--- src/rtl/btn_cmd_arbiter.sv ---
// Four-button debouncer with edge events, pending flags and a round-robin command presenter.
// Optional build macro BTN_AUTO_REPEAT_EN adds per-button auto-repeat events while a button is held.
module btn_cmd_arbiter #(
  parameter int unsigned DIV_W     = 16,
  parameter int unsigned DB_CNT    = 4,
  parameter int unsigned RPT_TICKS = 64
) (
  input  logic       clk,
  input  logic       rst_n,
  input  logic       btn_u,
  input  logic       btn_lw,
  input  logic       btn_lft,
  input  logic       btn_ri,
  input  logic       cmd_ready,
  input  logic       ovf_clr,
  output logic       cmd_valid,
  output logic [1:0] cmd_id,
  output logic [3:0] pend,
  output logic       ovf
);

  localparam int unsigned NB = 4;
  localparam int unsigned CW = 4;

  typedef enum logic {
    IDLE,
    PRESENT
  } state_t;

  logic [NB-1:0]    raw_c;
  logic [NB-1:0]    sync1;
  logic [NB-1:0]    sync2;
  logic [DIV_W-1:0] div_cnt;
  logic             tick_c;
  logic [NB-1:0]    stable;
  logic [NB-1:0]    stable_d;
  logic [CW-1:0]    db_cnt [NB];
  logic [NB-1:0]    rise_c;
  logic [NB-1:0]    evt_c;
  logic [NB-1:0]    clr_c;
  logic             ovf_set_c;

  state_t           state;
  state_t           state_n;
  logic [1:0]       cmd_id_n;
  logic             cmd_valid_n;
  logic [1:0]       last;
  logic [1:0]       last_n;
  logic [1:0]       sel_c;
  logic [1:0]       idx_c;

  assign raw_c = {btn_ri, btn_lft, btn_lw, btn_u};

  // two-flop synchronizers
  always_ff @(posedge clk or negedge rst_n) begin
    if (!rst_n) begin
      sync1 <= '0;
      sync2 <= '0;
    end else begin
      sync1 <= raw_c;
      sync2 <= sync1;
    end
  end

  // free-running sample divider; tick marks the cycle whose edge wraps it to zero
  always_ff @(posedge clk or negedge rst_n) begin
    if (!rst_n) div_cnt <= '0;
    else        div_cnt <= div_cnt + DIV_W'(1);
  end

  assign tick_c = &div_cnt;

  // debounce: a changed level must persist for DB_CNT consecutive ticks
  always_ff @(posedge clk or negedge rst_n) begin
    if (!rst_n) begin
      stable <= '0;
      for (int i = 0; i < NB; i++) db_cnt[i] <= '0;
    end else if (tick_c) begin
      for (int i = 0; i < NB; i++) begin
        if (sync2[i] != stable[i]) begin
          if (db_cnt[i] == CW'(DB_CNT - 1)) begin
            stable[i] <= sync2[i];
            db_cnt[i] <= '0;
          end else begin
            db_cnt[i] <= db_cnt[i] + CW'(1);
          end
        end else begin
          db_cnt[i] <= '0;
        end
      end
    end
  end

  always_ff @(posedge clk or negedge rst_n) begin
    if (!rst_n) stable_d <= '0;
    else        stable_d <= stable;
  end

  assign rise_c = stable & ~stable_d;

`ifdef BTN_AUTO_REPEAT_EN
  localparam int unsigned RW = (RPT_TICKS > 1) ? $clog2(RPT_TICKS) : 1;

  logic [RW-1:0] rpt_cnt [NB];
  logic [NB-1:0] rpt_evt;

  // held buttons re-fire every RPT_TICKS ticks after the press event
  always_ff @(posedge clk or negedge rst_n) begin
    if (!rst_n) begin
      rpt_evt <= '0;
      for (int i = 0; i < NB; i++) rpt_cnt[i] <= '0;
    end else begin
      for (int i = 0; i < NB; i++) begin
        rpt_evt[i] <= 1'b0;
        if (!stable[i]) begin
          rpt_cnt[i] <= '0;
        end else if (tick_c) begin
          if (rpt_cnt[i] == RW'(RPT_TICKS - 1)) begin
            rpt_cnt[i] <= '0;
            rpt_evt[i] <= 1'b1;
          end else begin
            rpt_cnt[i] <= rpt_cnt[i] + RW'(1);
          end
        end
      end
    end
  end

  assign evt_c = rise_c | rpt_evt;
`else
  assign evt_c = rise_c;
`endif

  assign clr_c     = (state == PRESENT && cmd_ready) ? (NB'(1) << cmd_id) : '0;
  assign ovf_set_c = |(evt_c & pend & ~clr_c);

  // pending flags: a set in the same cycle as a clear wins
  always_ff @(posedge clk or negedge rst_n) begin
    if (!rst_n) begin
      pend <= '0;
      ovf  <= 1'b0;
    end else begin
      pend <= (pend & ~clr_c) | evt_c;
      ovf  <= ovf_set_c | (ovf & ~ovf_clr);
    end
  end

  always_ff @(posedge clk or negedge rst_n) begin
    if (!rst_n) begin
      state     <= IDLE;
      cmd_valid <= 1'b0;
      cmd_id    <= 2'd0;
      last      <= 2'd3;
    end else begin
      state     <= state_n;
      cmd_valid <= cmd_valid_n;
      cmd_id    <= cmd_id_n;
      last      <= last_n;
    end
  end

  // round-robin pick from last+1 upward; descending loop leaves the nearest set bit
  always_comb begin
    state_n     = state;
    cmd_valid_n = cmd_valid;
    cmd_id_n    = cmd_id;
    last_n      = last;
    sel_c       = last;
    idx_c       = last;
    for (int k = NB - 1; k >= 0; k--) begin
      idx_c = last + 2'(k) + 2'd1;
      if (pend[idx_c]) sel_c = idx_c;
    end
    case (state)
      IDLE: begin
        cmd_valid_n = 1'b0;
        if (|pend) begin
          cmd_id_n    = sel_c;
          cmd_valid_n = 1'b1;
          state_n     = PRESENT;
        end
      end
      PRESENT: begin
        if (cmd_ready) begin
          last_n      = cmd_id;
          cmd_valid_n = 1'b0;
          state_n     = IDLE;
        end
      end
      default: begin
        cmd_valid_n = 1'b0;
        state_n     = IDLE;
      end
    endcase
  end

endmodule

--- config.mk ---
export PLATFORM = sky130hd
export DESIGN_NAME = btn_cmd_arbiter
export DESIGN_NICKNAME = d
export VERILOG_FILES = /design/src/rtl/btn_cmd_arbiter.sv
export SDC_FILE = /design/constraint.sdc
export NUM_CORES = 1
export LEC_CHECK = 0
export BUFFER_PORTS_ARGS = -buffer_cell sky130_fd_sc_hd__buf_2
export CORE_ASPECT_RATIO = 2
export CORE_MARGIN = 1.5
export CORE_UTILIZATION = 55
export DETAILED_ROUTE_END_ITERATION = 16
export PLACE_DENSITY = 0.75
export SYNTH_ARGS = -nofsm -noshare
export SYNTH_HDL_FRONTEND = slang
export SYNTH_SLANG_ARGS = --single-unit
--- constraint.sdc ---
create_clock -name clk -period 2.1 [get_ports clk]
set_input_delay 0.21 -clock clk [delete_from_list [all_inputs] [get_ports clk]]
set_output_delay 0.21 -clock clk [all_outputs]
set_load 0.01 [all_outputs]
; ---- After elaboration in Yosys (flattened, before gate mapping)
; Index checks and enable logic that the tools add are counted.
[classes]
addsub = 11
n_mul = 0
div_mod_pow = 0
order_cmp = 4
eq_ne = 9
shifts = 1
muxes = 26
bitwise = 11
reduce_logical = 10
[ops]
columns = cell, n
row1 = $reduce_and A18 Y1, 4
row2 = $mux W4, 9
row3 = $add A16 B1 Y16 const B, 1
row4 = $add A4 B1 Y4 const B, 4
row5 = $and A4 B4 Y4, 4
row6 = $eq A4 B2 Y1 const B, 4
row7 = $reduce_and A16 Y1, 1
row8 = $lt A2 B3 Y1 const B, 4
row9 = $add A2 B1 Y2 const B, 4
row10 = $bmux W1 S2, 4
row11 = $mux W2, 4
row12 = $not A4 Y4, 2
row13 = $reduce_or A4 Y1, 2
row14 = $mux W1, 7
row15 = $add A2 B2 Y2 const B, 2
row16 = $ne A1 B1 Y1, 4
row17 = $or A4 B4 Y4, 1
row18 = $pmux W1 S2, 2
row19 = $reduce_and A2 Y1, 2
row20 = $shl A1 B2 Y4 const A, 1
row21 = $ne A2 B2 Y1 const B, 1
row22 = $not A1 Y1, 2
row23 = $and A1 B1 Y1, 1
row24 = $logic_and A1 B1 Y1, 1
row25 = $or A1 B1 Y1, 1
[totals]
reg_bits = 59
latchBits = 0
ramBits = 0
rom_bits = 0
word_cells = 90
mem_count = 0

; ---- Depth between registers and ports, before layout
[depth]
word_depth = 8
ltp_mapped = 7
ltp_nobuf = 5

; ---- Worst setup path before layout
; Ideal clock, no wire load.
[synth_timing]
kind = register to register
from = reg div_cnt[0]
to = reg db_cnt[11] (netlist name)
t_arrival_ps = 1619
required_time_ps = 1974
setup_slack_ps = 355
path_stages_with_launch = 8
path_buffers = 2
synth_period_minus_slack_ps = 1745
cell_sequence = dfrtp_1 -> ha_1 -> nand4_1 -> or4_1 -> buf_2 -> buf_6 -> o21ai_2 -> o31ai_1
[synth_between]
elab_chain_cells = 1
[synth_lines]
columns = element, line_no
row1 = "start, declared", 33  ; logic [DIV_W-1:0] div_cnt;
row2 = "start signal, assigned", 68  ; else div_cnt <= div_cnt + DIV_W'(1);
row3 = $reduce_and A16 Y1, 71  ; assign tick_c = &div_cnt;
row4 = "end signal, assigned by index", 85  ; db_cnt[i] <= db_cnt[i] + CW'(1);
row5 = "end, declared", 37  ; logic [CW-1:0] db_cnt [NB];
; Every way passes these cells.
; A chain may end at the register's enable or synchronous reset.

; ---- Final worst setup path
[layout_timing]
from = reg div_cnt[0]
to = reg db_cnt[7] (netlist name)
; The elaborated chain is that of the path after synthesis.

==> results.md <==
- FP Rows: 34
- Final period utilization: 88.45%
- Final Hold Fails: 0
- Hold Crit Start: cmd_ready
- WP buf/inv: 1
- Latest clock arrival within the worst-skew pair: 340 ps
- Crit path cell chain: ha_1 -> nand4_1 -> or4_1 -> buf_4 -> o21ai_1 -> o31ai_1
- Synth Cell Area: 0.002509 mm2
- Final WS setup: 242.6 ps
- Hold crit path type: in -> reg
- DRT antenna net count: 0
- Setup violators final: 0
- Register area: 0.001479 mm2
- Top cells by count, synth: dfrtp_1 (57), nand2_1 (31), nand3_1 (13), o21ai_0 (12)
- Mean routed wirelength per cell: 15.26 um
- Cells after synthesis: 224
- Worst flop-to-flop path startpoint: div_cnt[0]
- DRT Pass-1 Iters: 4
- Post-layout min period: 1857 ps
- Most used DFF post-synth: dfrtp_1
- Stages on worst setup path: 6
- Largest cells by area after synthesis: dfrtp_1 (57%), nand2_1 (4.6%), xnor2_1 (3.5%), o31ai_1 (3.0%), xor2_1 (2.8%)
- Die Area: 0.005000 mm2
- RSZ-0062 raised after global routing: false
- Register area share after synthesis: 58.95%
- Worst Skew: 13.21 ps
- Met3 Use GR: 5.000%
- Starting Density: 57.25%
- Crit. End Element: flop
- Max Cap Viol: 0
- Synth cell types: 39
- Grt ovf: 0
- Root Buffer Master: clkbuf_8
- IO Count: 16
- Fillers: 359
- Vias post-DR: 1787
- First-pass GRT wire length: 8.093 mm
- Leak: 1.376 nW
- Worst-Margin Slew: 604.6 ps
- Fraction of layout cells with a size suffix above 1: 16.22%
- Area grow syn2layout: 16.61%
- Status: completed
- Post-route cell area: 0.002925 mm2
- Via density: 5.709
- Die Ht: 98.51 um
- Syn avg cell area: 11.20 um2
- R2r setup slk: 240 ps
- IO buf count: 15
- Post-CTS Setup Bufs: 0
- Post-cts resize count: 0
- Num CTS Buffers: 9
- # DRC: 0
- Final WL: 4.776 mm
- Hold Crit Endpoint: last[0]
- Final TNS setup: 0 ps
- Yosys warns: 0
- Count leader, synth: dfrtp_1
- Met1 Resource Use GR: 22.00%
- Clock Tree Buf Depth: 2
- Reg-to-Reg End: db_cnt[7]
- Area of the multi-input gates: 970.9 um2
- Worst Path Required: 2310 ps
- Maximum operating frequency: 538.4 MHz
- Synthesis-stage register bit count: 59
- Vias in the first global route: 1843
- Placed Area: 0.002656 mm2
- Maximum vdd drop: 0.7501 mV
- Final Util: 66.76%
- Worst Hold Depth: 3
- Worst-path maximum fanout: 16
- Clock transition at path regs: 60 ps
- Initial antenna violation count: 0
- CP Class: reg -> reg
- Arrival time at the worst endpoint: 2070 ps
- Core Area: 0.004382 mm2
- Total clock sinks: 59
- Inserted Diodes: 0
- Largest net degree at the start of global routing: 28
- CTS tree: done
- DP HPWL: 3.436 mm
- Pwr per Cell Area: 1000 mW/mm2
- Relative slew slack: 59.69%
- Busiest layer in global routing: met2
- Worst path max stage delay: 480 ps
- Reg2reg path depth: 6
- Yosys top cell area share: 56.86%
- 1st-iter DRT viols: 26
- Worst slack, placed: 279.2 ps
- Fin nets: 268
- CTS H-tree lvls: 3
- Syn nets: 237
- GRT Util Overall: 22.40%
- Die W: 50.76 um
- Synth async-reset ratio: 100.0%
- Max-slew violations: 0
- Routing usage on met2: 41.40%
- EDFF count, synth: 0
- Global placer's final weighted congestion: 0.7688
- Crit path max-delay cell type: or4_1
- Cell family with most CP delay: simple AND/OR/NAND/NOR gates
- Crit path launch type: flop
- Leading area contributor after synthesis: dfrtp_1
-- cell type report --
type | count | share of cell area (%)
Sequential cell | 59 | 50.56
Multi-Input combinational cell | 152 | 33.19
Clock buffer | 13 | 5.432
Timing Repair Buffer | 24 | 5.304
Tap cell | 54 | 2.310
Clock inverter | 2 | 2.053
Inverter | 9 | 1.155
-- power breakdown --
part	switching (mW)	total [mW]	leakage (nW)	internal, mW
Combinational	0.225	0.415	0.491	0.190
Sequential	0.121	1.37	0.775	1.25
Clock	0.416	1.14	0.110	0.727
Total	0.762	2.93	1.38	2.16
-- layout by cell type, fill, tap and decap left out, types with 3 or more instances in the layout --
| master | count |
|---|---|
| dfrtp_1 | 57 |
| nand2_1 | 31 |
| buf_2 | 15 |
| nand3_1 | 13 |
| o21ai_0 | 12 |
| clkbuf_8 | 11 |
| xnor2_1 | 10 |
| o31ai_1 | 10 |
| inv_1 | 9 |
| xor2_1 | 8 |
| nor2_1 | 7 |
| o21ai_1 | 6 |
| nand4_1 | 5 |
| ha_1 | 5 |
| dlygate4sd3_1 | 5 |
| nand3b_1 | 4 |
| nor2b_1 | 4 |
| nor3b_1 | 4 |
| and2_1 | 4 |
| buf_4 | 4 |
| nor3_1 | 3 |
-- worst register-to-register path: stages, from the launching register on --
cell	delay, ps
dfrtp_1	370
ha_1	240
nand4_1	160
or4_1	480
buf_4	210
o21ai_1	180
o31ai_1	100
-- flip-flops by register name, indices dropped and copies added, names as in the netlist --
name       flops
stable         4
pend           4
db_cnt        16
sync2          4
cmd_valid      1
cmd_id         2
stable_d       4
last           2
div_cnt       16
state          1
sync1          4
ovf            1
-- per-stage QoR --
stage / cells / hold slack (ps) / total power, mW
after detailed placement: 293 / 252.5 / 1.803
after global routing: 313 / 165.0 / 3.059
after floorplan: 224 / -85.59 / 1.627
after global placement: 293 / 243.7 / 1.784
after CTS: 313 / 139.5 / 2.965
final: 313 / 154.8 / 2.926
-- layer usage --
layer	share of wire [%]	routed length [um]	vias to the layer above
met5	0	0	-
met4	2.2	104	0
met3	2.7	128	13
met2	59	2835	24
met1	36	1709	898
li1	-	-	852
-- repair_timing --
action,in CTS,in global routing
hold buffers,5,0
setup endpoints to repair,0,0
hold endpoints to repair,28,0
-- logic make-up (layout without fill, tap and decap cells) --
logic type | Yosys count | count (layout) | synth area share (%)
muxes | 5 | 5 | 2.194
xor gates and xnor gates | 18 | 18 | 6.284
buffers and inverters | 13 | 48 | 2.344
adders and majority gates | 5 | 5 | 2.494
DFF | 59 | 59 | 58.95
and+or+nand+nor | 85 | 85 | 17.71
AOI/OAI and AO/OA | 39 | 39 | 10.03
-- how the worst max path moves through the flow --
stage                      end       start  slack (ps)
floorplan           db_cnt[11]  div_cnt[0]         360
global placement    db_cnt[14]  div_cnt[0]         340
detailed placement   db_cnt[2]  div_cnt[0]         280
CTS                  db_cnt[7]  div_cnt[0]         230
global route         db_cnt[7]  div_cnt[0]         120
finish               db_cnt[7]  div_cnt[0]         240
(Power assumes the default switching activity.)
